`config.mk`:
```
export PLATFORM = sky130hd
export DESIGN_NAME = spm_stream_mult
export DESIGN_NICKNAME = d
export VERILOG_FILES = /design/src/rtl/spm_pkg.sv /design/src/rtl/spm_csa_cell.sv /design/src/rtl/spm_stream_mult.sv
export SDC_FILE = /design/constraint.sdc
export NUM_CORES = 1
export LEC_CHECK = 0
export CELL_PAD_IN_SITES_DETAIL_PLACEMENT = 1
export CELL_PAD_IN_SITES_GLOBAL_PLACEMENT = 1
export CORE_MARGIN = 2
export CORE_UTILIZATION = 45
export CTS_CLUSTER_SIZE = 25
export DETAILED_ROUTE_END_ITERATION = 10
export HOLD_SLACK_MARGIN = 0.02
export PLACE_DENSITY_LB_ADDON = 0.1
export REMOVE_ABC_BUFFERS = 1
export SLEW_MARGIN = 0
export SYNTH_ARGS = -nofsm -noshare
export SYNTH_HDL_FRONTEND = slang
export SYNTH_SLANG_ARGS = --single-unit
```
`constraint.sdc`:
```
create_clock -name clk -period 6.1 [get_ports clk]
set_input_delay 1.22 -clock clk [delete_from_list [all_inputs] [get_ports clk]]
set_output_delay 1.22 -clock clk [all_outputs]
set_load 0.02 [all_outputs]
```
`src/rtl/spm_pkg.sv`:
```
// Shared types and constants for the spm_stream_mult serial-parallel multiplier.
package spm_pkg;

    localparam int SPM_MIN_WIDTH = 2;
    localparam int SPM_MAX_WIDTH = 64;

    typedef enum logic [0:0] {
        ST_IDLE = 1'b0,
        ST_RUN  = 1'b1
    } spm_state_e;

    // Bit count cnt needs to index all 2*WIDTH product bits.
    function automatic int spm_cnt_width(input int width);
        return $clog2(2 * width);
    endfunction

endpackage

```
`src/rtl/spm_csa_cell.sv`:
```
// One carry-save cell of the spm chain: a partial-product bit plus the sum of
// the next-higher cell plus this cell's own carry, held in a sum and a carry flop.
module spm_csa_cell (
    input  logic clk,
    input  logic rst,
    input  logic a,
    input  logic s_in,
    input  logic clr,
    input  logic en,
    output logic sum
);

    logic carry_r;
    logic s_eff_s;
    logic c_eff_s;
    logic hsum1;
    logic hcar1_s;
    logic hsum2;
    logic hcar2_s;

    // clr forces the stored state to zero so the accept cycle only loads a.
    always_comb begin
        s_eff_s = s_in & ~clr;
        c_eff_s = carry_r & ~clr;
        hsum1   = a ^ s_eff_s;
        hcar1_s = a & s_eff_s;
        hsum2   = hsum1 ^ c_eff_s;
        hcar2_s = hsum1 & c_eff_s;
    end

    // Sum/carry state; frozen while en is low (consumer stall).
    always_ff @(posedge clk) begin
        if (rst) begin
            sum     <= 1'b0;
            carry_r <= 1'b0;
        end else if (en) begin
            sum     <= hsum2;
            carry_r <= hcar1_s | hcar2_s;
        end else begin
            sum     <= sum;
            carry_r <= carry_r;
        end
    end

endmodule

```
`src/rtl/spm_stream_mult.sv`:
```
// Signed serial-parallel multiplier streaming the 2*WIDTH-bit product LSB-first.
// Optional parallel product output is enabled with the SPM_PARALLEL_OUT_EN macro.
module spm_stream_mult
    import spm_pkg::*;
#(
    parameter int WIDTH = 32
) (
    input  logic               clk,
    input  logic               rst,
    input  logic               in_valid,
    output logic               in_ready,
    input  logic [WIDTH-1:0]   x,
    input  logic [WIDTH-1:0]   y,
    output logic               p_valid,
    input  logic               p_ready,
    output logic               p_bit,
    output logic               p_last,
    output logic               busy
`ifdef SPM_PARALLEL_OUT_EN
    ,
    output logic [2*WIDTH-1:0] p_par,
    output logic               p_par_valid
`endif
);

    localparam int             CW   = spm_cnt_width(WIDTH);
    localparam logic [CW-1:0]  LAST = CW'(2 * WIDTH - 1);

    if (WIDTH < SPM_MIN_WIDTH || WIDTH > SPM_MAX_WIDTH) begin : g_bad_width
        $error("spm_stream_mult: WIDTH out of range");
    end

    spm_state_e       state_r;
    spm_state_e       state_s;
    logic [CW-1:0]    cnt_r;
    logic [CW-1:0]    cnt_s;
    logic             accept_s;
    logic             step_s;
    logic             done_s;
    logic             in_ready_r;
    logic             p_valid_r;
    logic             p_last_r;
    logic [WIDTH-1:0] x_r;
    logic [WIDTH-1:0] y_r;
    logic             msb_sum_r;
    logic             msb_seen_r;
    logic [WIDTH-1:0] pp_s;
    logic [WIDTH-1:0] chain_s;

    // Next-state and handshake decode.
    always_comb begin
        state_s  = state_r;
        cnt_s    = cnt_r;
        accept_s = 1'b0;
        step_s   = 1'b0;
        done_s   = 1'b0;
        case (state_r)
            ST_IDLE: begin
                if (in_valid && in_ready_r) begin
                    accept_s = 1'b1;
                    state_s  = ST_RUN;
                    cnt_s    = {CW{1'b0}};
                end else begin
                    state_s  = ST_IDLE;
                end
            end
            ST_RUN: begin
                if (p_ready) begin
                    step_s = 1'b1;
                    if (cnt_r == LAST) begin
                        done_s  = 1'b1;
                        state_s = ST_IDLE;
                    end else begin
                        cnt_s   = cnt_r + {{(CW-1){1'b0}}, 1'b1};
                    end
                end else begin
                    state_s = ST_RUN;
                end
            end
            default: begin
                state_s = ST_IDLE;
            end
        endcase
    end

    // State register and flop-driven status outputs.
    always_ff @(posedge clk) begin
        if (rst) begin
            state_r    <= ST_IDLE;
            cnt_r      <= {CW{1'b0}};
            in_ready_r <= 1'b0;
            p_valid_r  <= 1'b0;
            p_last_r   <= 1'b0;
        end else begin
            state_r    <= state_s;
            cnt_r      <= cnt_s;
            in_ready_r <= (state_s == ST_IDLE);
            p_valid_r  <= (state_s == ST_RUN);
            p_last_r   <= (state_s == ST_RUN) && (cnt_s == LAST);
        end
    end

    // The accept cycle already performs step 0 straight from the operand inputs,
    // so bit 0 is in the cell-0 sum flop one cycle after the accept edge.
    always_comb begin
        if (accept_s) begin
            pp_s = x & {WIDTH{y[0]}};
        end else begin
            pp_s = x_r & {WIDTH{y_r[0]}};
        end
    end

    // Operand registers; y shifts arithmetically so the upper steps see its sign.
    // The MSB cell serially negates the x[WIDTH-1] partial-product stream.
    always_ff @(posedge clk) begin
        if (rst) begin
            x_r        <= {WIDTH{1'b0}};
            y_r        <= {WIDTH{1'b0}};
            msb_sum_r  <= 1'b0;
            msb_seen_r <= 1'b0;
        end else if (accept_s) begin
            x_r        <= x;
            y_r        <= {y[WIDTH-1], y[WIDTH-1:1]};
            msb_sum_r  <= pp_s[WIDTH-1];
            msb_seen_r <= pp_s[WIDTH-1];
        end else if (step_s) begin
            x_r        <= x_r;
            y_r        <= {y_r[WIDTH-1], y_r[WIDTH-1:1]};
            msb_sum_r  <= pp_s[WIDTH-1] ^ msb_seen_r;
            msb_seen_r <= pp_s[WIDTH-1] | msb_seen_r;
        end else begin
            x_r        <= x_r;
            y_r        <= y_r;
            msb_sum_r  <= msb_sum_r;
            msb_seen_r <= msb_seen_r;
        end
    end

    assign chain_s[WIDTH-1] = msb_sum_r;

    for (genvar i = 0; i < WIDTH - 1; i++) begin : g_cell
        spm_csa_cell u_cell (
            .clk  (clk),
            .rst  (rst),
            .a    (pp_s[i]),
            .s_in (chain_s[i+1]),
            .clr  (accept_s),
            .en   (accept_s | step_s),
            .sum  (chain_s[i])
        );
    end

    assign in_ready = in_ready_r;
    assign p_valid  = p_valid_r;
    assign busy     = p_valid_r;
    assign p_last   = p_last_r;
    assign p_bit    = chain_s[0];

`ifdef SPM_PARALLEL_OUT_EN
    logic [2*WIDTH-1:0] col_r;
    logic               par_valid_r;

    // Collector: each taken bit enters at the MSB, so bit 0 ends at the LSB.
    always_ff @(posedge clk) begin
        if (rst) begin
            col_r       <= {(2*WIDTH){1'b0}};
            par_valid_r <= 1'b0;
        end else if (step_s) begin
            col_r       <= {chain_s[0], col_r[2*WIDTH-1:1]};
            par_valid_r <= done_s;
        end else begin
            col_r       <= col_r;
            par_valid_r <= 1'b0;
        end
    end

    assign p_par       = col_r;
    assign p_par_valid = par_valid_r;
`endif

endmodule

```
# Yosys cells after proc, flatten, opt, wreduce, memory -nomap -nowiden
# Cells that the tools add are included.
[word_totals] reg_bits=137 latch_bits=0 mem_bits_rw=0 mem_bits_ro=0 out_inout_bits=5 n_memories=0
[op_classes] n_addsub=1 mul=0 div_mod_pow=0 order_cmp=0 eq_ne=2 n_shift=0 mux=18 bitwise_logic=225 reduce_logical=3
[op_table] cell="$and 1x1->1" n=124
[op_table] cell="$and 32x32->32" n=2
[op_table] cell="$mux 32" n=2
[op_table] cell="$xor 1x1->1" n=63
[op_table] cell="$or 1x1->1" n=33
[op_table] cell="$mux 31" n=1
[op_table] cell="$mux 6" n=3
[op_table] cell="$eq 6x6->1 const B" n=2
[op_table] cell="$pmux 6 s2" n=1
[op_table] cell="$mux 1" n=10
[op_table] cell="$add 6x1->6 const B" n=1
[op_table] cell="$not 1->1" n=3
[op_table] cell="$logic_and 1x1->1" n=2
[op_table] cell="$pmux 1 s2" n=1
[op_table] cell="$reduce_bool 2->1" n=1

# Depth between registers and ports, before layout
# Gate-level depths: netlist of run 1.
[depth] word_depth=8 ltp_mapped=10 ltp_nobuf=7

# Modules after synthesis
# A second synthesis of run 1 with hierarchy kept.
[unflattened] cells_unflattened=745 area_unflattened_um2=6497.5
[modules_own_cells] mod="spm_stream_mult" n_inst=1 cells_per_inst=466 area_per_inst_um2=3394.5 seq_area_each_um2=1501.4
[modules_own_cells] mod="spm_csa_cell" n_inst=31 cells_per_inst=9 area_per_inst_um2=100.1 seq_area_each_um2=40.0

# Least setup slack after synthesis of run 1
# No wires, ideal clock.
[synth_timing] path_type="input -> register" from="input port in_valid" to="register g_cell[5].u_cell.sum" setup_ns=0.070 t_arrival_ns=2.683 required_time_ns=6.030 path_slack_ns=3.347 stages=9 n_path_buf=3 path_cell_list="and3b_1 buf_6 buf_2 buf_2 nand3_1 nand2_1 fa_1 nand2_1 a21oi_1"
[synth_between] elab_chain_len=7 elab_cells_between_ends=10 cone_classes="mux: 3; bitwise: 6; reduce/logical: 1"
[synth_rtl] element="start: declaration" line="spm_stream_mult.sv:10" source="input logic in_valid,"
[synth_rtl] element="$logic_and 1x1->1 (*)" line="spm_stream_mult.sv:59" source="if (in_valid && in_ready_r) begin"
[synth_rtl] element="$mux 1 (*)" line="spm_stream_mult.sv:59"
[synth_rtl] element="$mux 1 (*)" line="spm_stream_mult.sv:57" source="case (state_r)"
[synth_rtl] element="$not 1->1" line="spm_csa_cell.sv:23, spm_csa_cell.sv:24"
[synth_rtl] element="$and 1x1->1" line="spm_csa_cell.sv:23" source="s_eff_s = s_in & ~clr;"
[synth_rtl] element="$xor 1x1->1" line="spm_csa_cell.sv:25" source="hsum1 = a ^ s_eff_s;"
[synth_rtl] element="$xor 1x1->1 (*)" line="spm_csa_cell.sv:27" source="hsum2 = hsum1 ^ c_eff_s;"
[synth_rtl] element="named net g_cell[5].u_cell.hsum2" line="spm_csa_cell.sv:18" source="logic hsum2;"
[synth_rtl] element="end signal: assignment" line="spm_csa_cell.sv:37" source="sum <= hsum2;"
[synth_rtl] element="end signal: assignment" line="spm_csa_cell.sv:40" source="sum <= sum;"
[synth_rtl] element="end: declaration" line="spm_csa_cell.sv:10" source="output logic sum"
# The timed path passes the listed nets; every way through them passes the cells marked *.
# A chain may end at the register's enable or synchronous reset.

# Worst setup path in the final report of run 1
[layout_timing] from="input port p_ready" to="register g_cell[16].u_cell.sum"
[layout_between] elab_chain_len=3
[layout_rtl] element="start: declaration" line="spm_stream_mult.sv:15" source="input logic p_ready,"
[layout_rtl] element="$mux 1" line="spm_stream_mult.sv:68" source="if (p_ready) begin"
[layout_rtl] element="$mux 1" line="spm_stream_mult.sv:57"
[layout_rtl] element="$or 1x1->1" line="spm_stream_mult.sv:148" source=".en (accept_s | step_s),"
[layout_rtl] element="end signal: assignment" line="spm_csa_cell.sv:37"
[layout_rtl] element="end signal: assignment" line="spm_csa_cell.sv:40"
[layout_rtl] element="end: declaration" line="spm_csa_cell.sv:10"
# No other way between the ends.

==> metrics.log, run 1 <==
[metrics] syn avg cell area: about 7.9 um2
[metrics] fin crit share: around 55%
[metrics] unrepaired setup endpoints after global routing: false
[metrics] crit path DAT: ~3700 ps
[metrics] achievable clock frequency: between 0.2 and 0.3 GHz
[metrics] effective utilization at floorplan: roughly 46%
[metrics] Crit. End Element: flop
[metrics] Inserted Clock Buffers: 17
[metrics] share of post-route cells with drive strength above 1: 5.11%
[metrics] number of setup buffers added after CTS: 0
[metrics] max-cap check violation count: 0
[metrics] highest fanout seen on the critical path: 50
[metrics] initial antenna violation count: 0
[metrics] slew at the pin closest to its max-slew limit: approximately 1100 ps
[metrics] critical-path cell list: clkdlybuf4s50_1 -> and2_1 -> nor2_4 -> buf_4 -> nand2_1 -> a21oi_1
[metrics] clock network latency to the later pin of the worst-skew pair: about 420 ps
[metrics] Ports: between 70 and 80
[metrics] number of iterations in the first detailed-routing pass: 4
[metrics] leakage power: between 2 and 3 nW
[metrics] root buffer selected by CTS: clkbuf_16
[metrics] netlist area before placement: roughly 6600 um2
[metrics] Worst Reg-to-Reg Cells: 5
[metrics] die outline height: about 130 um
[metrics] sum of negative setup slack: 0 ps
[metrics] depth of the CTS H-tree: 4
[metrics] CTS Sinks: approximately 140
[metrics] Post-Place Cell Area: roughly 7300 um2
[metrics] number of antenna-violating nets in the routed design: 0
[metrics] leading cell type in the layout, fill and taps excluded: nand2_1
[metrics] power per cell area: about 270 nW/um2
[metrics] Iter 0 DRT Violations: 270
[metrics] highest cell delay on the worst timing path: 830 ps
[metrics] drt wl/cell: 15.6 um
[metrics] detailed-route DRC error count: 0
[metrics] Max stage delay cell, worst path: nor2_4
[metrics] final design instance area without fill: 7900 um2
[metrics] post-layout util: roughly 55%
[metrics] leading register cell type out of synthesis: dfxtp_1
[metrics] global-route wire length before repair: ~28000 um
[metrics] site row count: between 40 and 50
[metrics] headroom to the max-slew limit: between 20 and 30%
[metrics] via count of the first global-routing pass: ~6000
[metrics] hold depth: 2
[metrics] Critical Path Start Type: primary input
[metrics] global-route total usage across every layer: 21.7%
[metrics] Crit path required time: roughly 6400 ps
[metrics] final max-slew violation count: 0
[metrics] number of synthesized flops with an enable pin: 0
[metrics] # resized after CTS: 0
[metrics] Core ar.: 14400 um2
[metrics] RePlAce Congestion: between 0.7 and 0.8
[metrics] Die X-Extent: ~130 um
[metrics] count of synthesis-stage warnings from yosys: 0
[metrics] Clock Path Buffers: 2
[metrics] die area: about 16000 um2
[metrics] Hold Path Class: reg -> reg
[metrics] most used cells in the layout excluding fill and tap cells: nand2_1, dfxtp_1, a21oi_1
[metrics] proportion of synthesized chip area in sequential cells: 41.5%
[metrics] total of endpoints with negative setup slack in the final report: 0
[metrics] number of hold buffers added after CTS: 0
[metrics] count of fill cells added during filler insertion: ~1800
[metrics] Post-layout nets: 970
[metrics] maximum ir drop on the vdd rail: about 200 uV
[metrics] Port Buffer Count: 72
[metrics] share of synthesized registers carrying an async set or reset: 0%
[metrics] clock tree from TritonCTS: built
[metrics] count of unique library cells instantiated by Yosys: 38
[metrics] largest net degree at the start of global routing: between 100 and 150
[metrics] detailed-route wire length: 16500 um
[metrics] overflow left after global routing: 0
[metrics] Max Clock Skew: between 6 and 7 ps
[metrics] Critical Setup Path Class: in -> reg
[metrics] synthesis-to-layout area growth: 19.4%
[metrics] via count normalized by instance count: approximately 5.5
[metrics] CTS clk-pin slew, worst paths: around 60 ps
[metrics] post-layout minimum cycle time: ~3400 ps
[metrics] count of endpoints failing hold in the final timing report: 0
[metrics] total number of vias: approximately 5800
[metrics] HPWL reported at the end of detailed placement: slightly above 10000 um
[metrics] antenna diode instance count: 0
[metrics] synthesis-stage register bit count: 137
[metrics] instance count of the mapped netlist: 838
[metrics] result of the run: finished clean
==> report_power, final <==
group          internal [mW]  switching [mW]
logic                 0.0811           0.136
clock network          0.604           0.374
registers              0.924          0.0183
total                   1.61           0.529
==> cell type report <==
class | count | area (um2) | share of cell area, %
Sequential cell | 137 | 2740 | 34.7
Tap cell | 184 | 230 | 2.92
Timing Repair Buffer | 81 | 798 | 10.1
Multi-Input combinational cell | 628 | 3560 | 45.1
Clock inverter | 9 | 101 | 1.28
Inverter | 4 | 15.0 | 0.190
Clock buffer | 21 | 450 | 5.70
==> layer usage <==
metal	up-vias	wire (um)	track usage, %
li1	2841	-	-
met4	0	212	7.45
met2	89	8230	36.8
met1	2866	7390	27.0
met5	-	0	0
met3	19	709	5.48
==> registers in the layout, summed over array words and instances, names as in the netlist <==
register / flops
msb_sum_r: 1
p_last: 1
y_r: 32
g_cell.u_cell.carry_r: 31
busy: 1
msb_seen_r: 1
in_ready: 1
cnt_r: 6
x_r: 32
g_cell.u_cell.sum: 31
==> worst max-delay path, delay by kind of cell <==
family                 cells  cell delay [ps]
and+or+nand+nor            3             1210
buffers and inverters      2             1080
AOI/OAI and AO/OA          1              150
==> Yosys cell counts, drive strengths merged (2+ instances only) <==
cell | number | share of area, %
nand2 | 262 | 15
dfxtp | 137 | 41
a21oi | 129 | 9.8
nand3 | 69 | 5.2
and2 | 65 | 6.1
clkbuf | 35 | 2.0
buf | 34 | 2.7
fa | 31 | 9.4
a22oi | 30 | 3.4
nor2 | 7 | 0.40
inv | 4 | 0.23
a31oi | 3 | 0.28
nor3 | 3 | 0.23
a211oi | 2 | 0.23
a311oi | 2 | 0.36
and3 | 2 | 0.19
ha | 2 | 0.38
mux2 | 2 | 0.34
nor4 | 2 | 0.19
o211ai | 2 | 0.23
o32ai | 2 | 0.26
or4 | 2 | 0.23
==> worst paths after layout <==
path	from	to	slack, ps
min	g_cell[29].u_cell.sum	g_cell[29].u_cell.sum	450
max reg2reg	busy	g_cell[16].u_cell.sum	3420
min reg2reg	g_cell[29].u_cell.sum	g_cell[29].u_cell.sum	450
max	p_ready	g_cell[16].u_cell.sum	2740
==> kinds of logic (layout without fill, tap and decap cells) <==
family	count (synthesis)	count (layout)	share of synthesized area, %
and+or+nand+nor	418	418	28.3
muxes	2	2	0.340
DFF	137	137	41.5
buffers and inverters	73	115	4.92
adders and majority gates	33	33	9.76
AOI/OAI and AO/OA	175	175	15.2
==> metrics by stage <==
step                std cells  hold slack, ps  total power [mW]  setup WS (ps)
floorplan                 769             421              1.06            387
global placement         1034             433              1.17           2390
detailed placement       1034             441              1.18           2280
CTS                      1064             447              2.17           2710
global route             1064             467              2.23           2460
finish                   1064             448              2.14           2740
No activity file was read; power rests on OpenSTA's default activity.
==> run 2: changes to the inputs <==
--- a/config.mk
+++ b/config.mk
@@ -8,7 +8,7 @@
 export CELL_PAD_IN_SITES_DETAIL_PLACEMENT = 1
 export CELL_PAD_IN_SITES_GLOBAL_PLACEMENT = 1
 export CORE_MARGIN = 2
-export CORE_UTILIZATION = 45
+export CORE_UTILIZATION = 42
 export CTS_CLUSTER_SIZE = 25
 export DETAILED_ROUTE_END_ITERATION = 10
 export HOLD_SLACK_MARGIN = 0.02
==> constraint.sdc (replaced) <==
create_clock -name clk -period 3.29 [get_ports clk]
set_input_delay 0.658 -clock clk [delete_from_list [all_inputs] [get_ports clk]]
set_output_delay 0.658 -clock clk [all_outputs]
set_load 0.02 [all_outputs]
==> metrics.log, run 2 (same netlist as run 1, synthesis figures left out) <==
[metrics] Port Buffer Count: 72 (unchanged)
[metrics] design internal power: 3.27 mW (was 1.61 mW)
[metrics] post-layout util: 53.6% (was 54.8%)
[metrics] leakage power: 3.08 nW (was 2.96 nW)
[metrics] final max-slew violation count: 0 (unchanged)
[metrics] number of hold buffers added after CTS: 0 (unchanged)
[metrics] result of the run: finished clean (unchanged)
[metrics] Crit path required time: 3630 ps (was 6440 ps)
[metrics] number of iterations in the first detailed-routing pass: 4 (unchanged)
[metrics] Clock Path Buffers: 2 (unchanged)
[metrics] worst setup path startpoint: in_valid (was p_ready)
[metrics] initial antenna violation count: 1 (was 0)
[metrics] most common cell type on the critical path: nand2_1
[metrics] Worst Reg-to-Reg Cells: 8 (was 5)
[metrics] overflow left after global routing: 0 (unchanged)
[metrics] detailed-route DRC error count: 0 (unchanged)
[metrics] post-layout minimum cycle time: ~2500 ps
[metrics] clock tree from TritonCTS: built (unchanged)
[metrics] RePlAce Congestion: 0.800 (was 0.769)
[metrics] crit path DAT: 2800 ps (was 3700 ps)
[metrics] total power consumption of the routed design: 4.31 mW (was 2.14 mW)
[metrics] post-route worst setup slack: 827 ps (was 2740 ps)
[metrics] R2R Setup Slk: 960 ps (was 3420 ps)
[metrics] Critical Path Start Type: primary input (unchanged)
[metrics] Core ar.: 15300 um2 (was 14400 um2)
[metrics] # resized after CTS: 0 (unchanged)
[metrics] antenna diode instance count: 0 (unchanged)
[metrics] Max Clock Skew: 6.61 ps (was 6.87 ps)
[metrics] Crit. End Element: flop (unchanged)
[metrics] combinational cell fraction of total power: 10.5% (was 10.2%)
[metrics] number of antenna-violating nets in the routed design: 0 (unchanged)
[metrics] critical-path cell list: clkdlybuf4s50_1 -> nand3b_1 -> buf_12 -> nand3_1 -> nand2_1 -> fa_1 -> nand2_1 -> a21oi_1 (was clkdlybuf4s50_1 -> and2_1 -> nor2_4 -> buf_4 -> nand2_1 -> a21oi_1)
[metrics] highest fanout seen on the critical path: 48 (was 50)
[metrics] hold depth: 2 (unchanged)
[metrics] Net Sw Frac: 24.1% (was 24.8%)
[metrics] Placement Setup Slack: 429 ps (was 2280 ps)
[metrics] slew at the pin closest to its max-slew limit: 760 ps (was 1090 ps)
[metrics] Max stage delay cell, worst path: fa_1 (was nor2_4)
[metrics] achievable clock frequency: roughly 0.41 GHz
[metrics] worst hold start: g_cell[26].u_cell.sum (was g_cell[29].u_cell.sum)
[metrics] power per cell area: 526 nW/um2 (was 271 nW/um2)
[metrics] die outline height: 129 um (was 125 um)
[metrics] Die X-Extent: 129 um (was 125 um)
[metrics] die area: 16800 um2 (was 15700 um2)
[metrics] synthesis-to-layout area growth: 24.0% (was 19.4%)
[metrics] root buffer selected by CTS: clkbuf_16 (unchanged)
[metrics] share of post-route cells with drive strength above 1: 6.52% (was 5.11%)
[metrics] HPWL reported at the end of detailed placement: 11200 um (was 10200 um)
[metrics] most used cells in the layout excluding fill and tap cells: nand2_1, dfxtp_1, a21oi_1 (unchanged)
[metrics] sequential share of power: 40.5% (was 44.1%)
[metrics] max-cap check violation count: 0 (unchanged)
[metrics] clock network latency to the later pin of the worst-skew pair: 420 ps (about the same)
[metrics] number of standard cells in the final layout excluding fillers: 1101 (was 1064)
[metrics] leading cell type in the layout, fill and taps excluded: nand2_1 (unchanged)
[metrics] headroom to the max-slew limit: 49.2% (was 26.9%)
[metrics] number of setup buffers added after CTS: 0 (unchanged)
[metrics] global-route total usage across every layer: 22.0% (was 21.7%)
[metrics] Ports: 73 (unchanged)
[metrics] Inserted Clock Buffers: 17 (unchanged)
[metrics] fin crit share: 74.9%
[metrics] largest net degree at the start of global routing: 81 (was 135)
[metrics] Hold Path Class: reg -> reg (unchanged)
[metrics] power share of the clock group: 49.1% (was 45.8%)
[metrics] RR Startpoint: busy (unchanged)
[metrics] highest cell delay on the worst timing path: 540 ps (was 830 ps)
[metrics] number of placed instances, taps included: 1069 (was 1034)
[metrics] via count normalized by instance count: 5.29 (was 5.47)
[metrics] via count of the first global-routing pass: 6078 (was 5981)
[metrics] effective utilization at floorplan: 43.2% (was 45.9%)
[metrics] Iter 0 DRT Violations: 292 (was 270)
[metrics] largest registers ranked by flip-flop count: x_r x32, y_r x32 (unchanged)
[metrics] total of endpoints with negative setup slack in the final report: 0 (unchanged)
[metrics] count of endpoints failing hold in the final timing report: 0 (unchanged)
[metrics] maximum ir drop on the vdd rail: 370 uV (was 202 uV)
[metrics] unrepaired setup endpoints after global routing: false (unchanged)
[metrics] global-route wire length before repair: 29100 um (was 28200 um)
[metrics] CTS clk-pin slew, worst paths: 60 ps (about the same)
[metrics] site row count: 45 (was 44)
[metrics] Psw: 1.04 mW (was 529 uW)
[metrics] CTS Sinks: 137 (unchanged)
[metrics] destination of the worst hold path: g_cell[26].u_cell.sum (was g_cell[29].u_cell.sum)
[metrics] drt wl/cell: 15.9 um (was 15.6 um)
[metrics] Critical Setup Path Class: in -> reg (unchanged)
[metrics] depth of the CTS H-tree: 4 (unchanged)
[metrics] detailed-route wire length: 17500 um (was 16500 um)
[metrics] total number of vias: 5827 (was 5815)
[metrics] Post-layout nets: 978 (was 970)
[metrics] reg2reg end: msb_sum_r (was g_cell[16].u_cell.sum)
-- run 2: cell count changes in the layout (fill, tap and decap cells not counted) --
| cell | before | now |
|---|---|---|
| buf_12 | 1 | 10 |
| clkinvlp_4 | 1 | 2 |
| buf_4 | 9 | 8 |
| clkbuf_1 | 3 | 0 |
| clkbuf_8 | 1 | 2 |
| bufinv_16 | 2 | 5 |
-- run 2: area by class of cell --
cell class / count / area, um2
Clock buffer: 19 / 453
Clock inverter: 13 / 199
Fill cell: 1846 / 7110
Inverter: 4 / 15.0
Multi-Input combinational cell: 628 / 3560
Sequential cell: 137 / 2740
Tap cell: 211 / 264
Timing Repair Buffer: 89 / 971
-- run 2: per-stage QoR --
step                      hold slack [ps]  cell area [um2]  setup TNS (ps)
after floorplan                       421             6300         -179700
after global placement                433             7550               0
after detailed placement              441             7550               0
after CTS                             450             8200               0
after global routing                  467             8200               0
final                                 448             8200               0
-- run 2: layer usage --
layer  GRT usage [%]  wire length, um
met1            26.4             7840
met2            39.0             8740
met4            6.89              219
met5               0               15
met3            5.08              671
-- run 2: worst max path at each step --
stage | cells after the start | slack (ps) | endpoint
after floorplan | 4 | -1950 | y_r[0]
after global placement | 8 | 510 | g_cell[16].u_cell.sum
after detailed placement | 8 | 430 | g_cell[16].u_cell.sum
after CTS | 8 | 860 | g_cell[19].u_cell.sum
after global routing | 8 | 720 | g_cell[11].u_cell.sum
final | 8 | 830 | g_cell[19].u_cell.sum
-- run 2: power by group through the flow --
stage	Clock (mW)	Sequential [mW]	Combinational [mW]
after global routing	2.24	1.75	0.498
after global placement	0	1.78	0.436
after detailed placement	0	1.78	0.454
after floorplan	0	1.78	0.186
final	2.12	1.75	0.451
after CTS	2.16	1.75	0.458
-- run 2: worst max-delay path: cells and delay by family --
| family | cells | cell delay [ps] |
|---|---|---|
| adders and majority gates | 1 | 540 |
| AOI/OAI and AO/OA | 1 | 160 |
| and+or+nand+nor | 4 | 600 |
| buffers and inverters | 2 | 820 |
==> variant (config.mk and constraints of run 1) <==
Change the parameter `WIDTH` from 32 to 48.
--- a/src/rtl/spm_stream_mult.sv
+++ b/src/rtl/spm_stream_mult.sv
@@ -5,3 +5,3 @@
 #(
-    parameter int WIDTH = 32
+    parameter int WIDTH = 48
 ) (
Ports: changed (resized x and y); port bits go from 73 to 105. No check against the original RTL was run, so the function may have changed too.
==> variant against run 1 <==
  * Synthesized cell count is 46% higher
  * Routed wire length is 41% higher
  * Worst setup slack got worse by 300 ps
  * Sequential share of layout area rose by 0.79 points
  * Die area increased by 45%
  * Sequential cell count grew 65
  * Clock skew is 8.7 ps higher
  * Global-route usage shrank 0.87 points
  * Synthesized area up 46%
  * Cell area increased by 44%
  * First-iteration DRC count up 33%
  * Power grew 39%
  * Largest cell class unchanged
==> variant: results (changes against run 1) <==
metric	value	unit	change
# fillers	2551		was 1774
worst slack at placement	1910	ps	was 2280 ps
P_leak	4.06	nW	was 2.96 nW
worst-path fanout max	94		was 50
Crit-path slowest cell	buf_4		was nor2_4
Switching Power	0.000742	W	was 0.000529 W
Distinct cells, synth	41		was 38
met3 WL	1.11	mm	was 709 um
post-CTS setup buffers	0		unchanged
# port buffers	104		was 72
worst relative slew slack	0.219		was 0.269
dominant synthesized flop cell	dfxtp_1		unchanged
synth top area cells	dfxtp_1 42%, nand2_1 15%, a21oi_1 10%, fa_1 9.7%, and2_1 6.2%		was dfxtp_1 41%, nand2_1 15%, a21oi_1 9.8%, fa_1 9.4%, and2_1 6.1%
DP Area	0.0107	mm2	was 0.00735 mm2
Inserted Clock Buffers	23		was 17
GPL Wtd Cong	0.799		was 0.769
Max clock buf depth	3		was 2
layout cells sized above 1	0.0417		was 0.0511
post-detail-place hpwl	13.6	mm	was 10.2 mm
first-pass GRT wire length	39.2	mm	was 28.2 mm
post-synthesis cell count	1225		was 838
CTS H-tree depth	1		was 4
vias	8234		was 5815
GRT Total Usage	0.208		was 0.217
Seq/Total Area, Yosys	0.418		was 0.415
Clock Latency Late Sink	510	ps	was 420 ps
Synth top cells by count	390 x nand2_1, 202 x dfxtp_1, 196 x a21oi_1		was 261 x nand2_1, 137 x dfxtp_1, 129 x a21oi_1
yosys warns	0		unchanged
fin nets	1409		was 970
Via-to-Cell Ratio	5.32		was 5.47
critical path's top delay family	buffers and inverters		was simple AND/OR/NAND/NOR gates
outcome	completed		unchanged
largest net degree at the start of global routing	123		was 135
worst vdd ir	0.191	mV	was 0.202 mV
CP Data Arrival Time	4090	ps	was 3700 ps
total wire length	23.4	mm	was 16.5 mm
Regs by FF count	x_r x48, y_r x48		was x_r x32, y_r x32
WL met1	10.6	mm	was 7.39 mm
number of instances in the placed design	1510		was 1034
vias in the first global route	8300		was 5981
CP max stage delay	920	ps	was 830 ps
met2 WL	11.2	mm	was 8.23 mm
Clock Skews	15.6	ps	was 6.87 ps
First DRT Iteration DRCs	358		was 270
variant: changes by cell type after synthesis, moves of 3 or more:
cell / change
dfxtp_1: +65
clkbuf_1: +21
and2_1: +31
o21ai_0: +49
buf_4: +3
nand3_1: -19
fa_1: +16
buf_1: +5
buf_2: +4
a22oi_1: +16
nand2_1: +129
a21oi_1: +67
variant: stage by stage:
step           hold WS (ps)  setup TNS (ps)  utilization
2_1_floorplan           421         -249230            -
3_3_place_gp            433               0        0.509
3_5_place_dp            440               0        0.509
4_1_cts                 447               0        0.542
5_1_grt                 463               0        0.542
6_report                443               0        0.542
variant: logic make-up (layout without fill, tap and decap cells):
kind of cell,count (synthesis),after routing,synth area share
compound gates,303,303,0.173
buf+inv,105,152,0.0478
simple gates,561,561,0.256
flops,202,202,0.418
fa+ha+maj,49,49,0.0999
mux,4,4,0.00453
xor+xnor,1,1,0.000906
variant: worst min-delay path: stages, from the launching register on:
cell	delay, ps
dfxtp_1	300
nand2_1	50
a21oi_1	50
variant: routing by layer:
metal,vias up,track usage
met4,0,0.0523
met5,-,0
met3,32,0.0433
met2,116,0.367
li1,4110,-
met1,3976,0.261
variant: final timing paths:
path | start | end | slack, ps | cells after the start
max | p_ready | g_cell[2].u_cell.sum$_SDFFE_PP0P_ | 2430 | 6
min | g_cell[8].u_cell.sum$_SDFFE_PP0P_ | g_cell[8].u_cell.sum$_SDFFE_PP0P_ | 440 | 2
max reg2reg | busy$_SDFF_PP0_ | g_cell[2].u_cell.sum$_SDFFE_PP0P_ | 3220 | 5
min reg2reg | g_cell[8].u_cell.sum$_SDFFE_PP0P_ | g_cell[8].u_cell.sum$_SDFFE_PP0P_ | 440 | 2
variant: power by group through the flow:
stage / registers (W) / logic, W / clock network, W
after floorplan: 0.00141 / 0.000138 / 0
after global placement: 0.00141 / 0.000295 / 0
after detailed placement: 0.00141 / 0.000301 / 0
after CTS: 0.00139 / 0.000301 / 0.00133
after global routing: 0.00139 / 0.000332 / 0.00138
final: 0.00138 / 0.000295 / 0.00129
variant: layout make-up:
class	instances	share of cell area
Clock inverter	4	0.00428
Sequential cell	202	0.355
Inverter	3	0.000989
Clock buffer	33	0.0556
Timing Repair Buffer	112	0.0986
Tap cell	275	0.0302
Multi-Input combinational cell	918	0.455
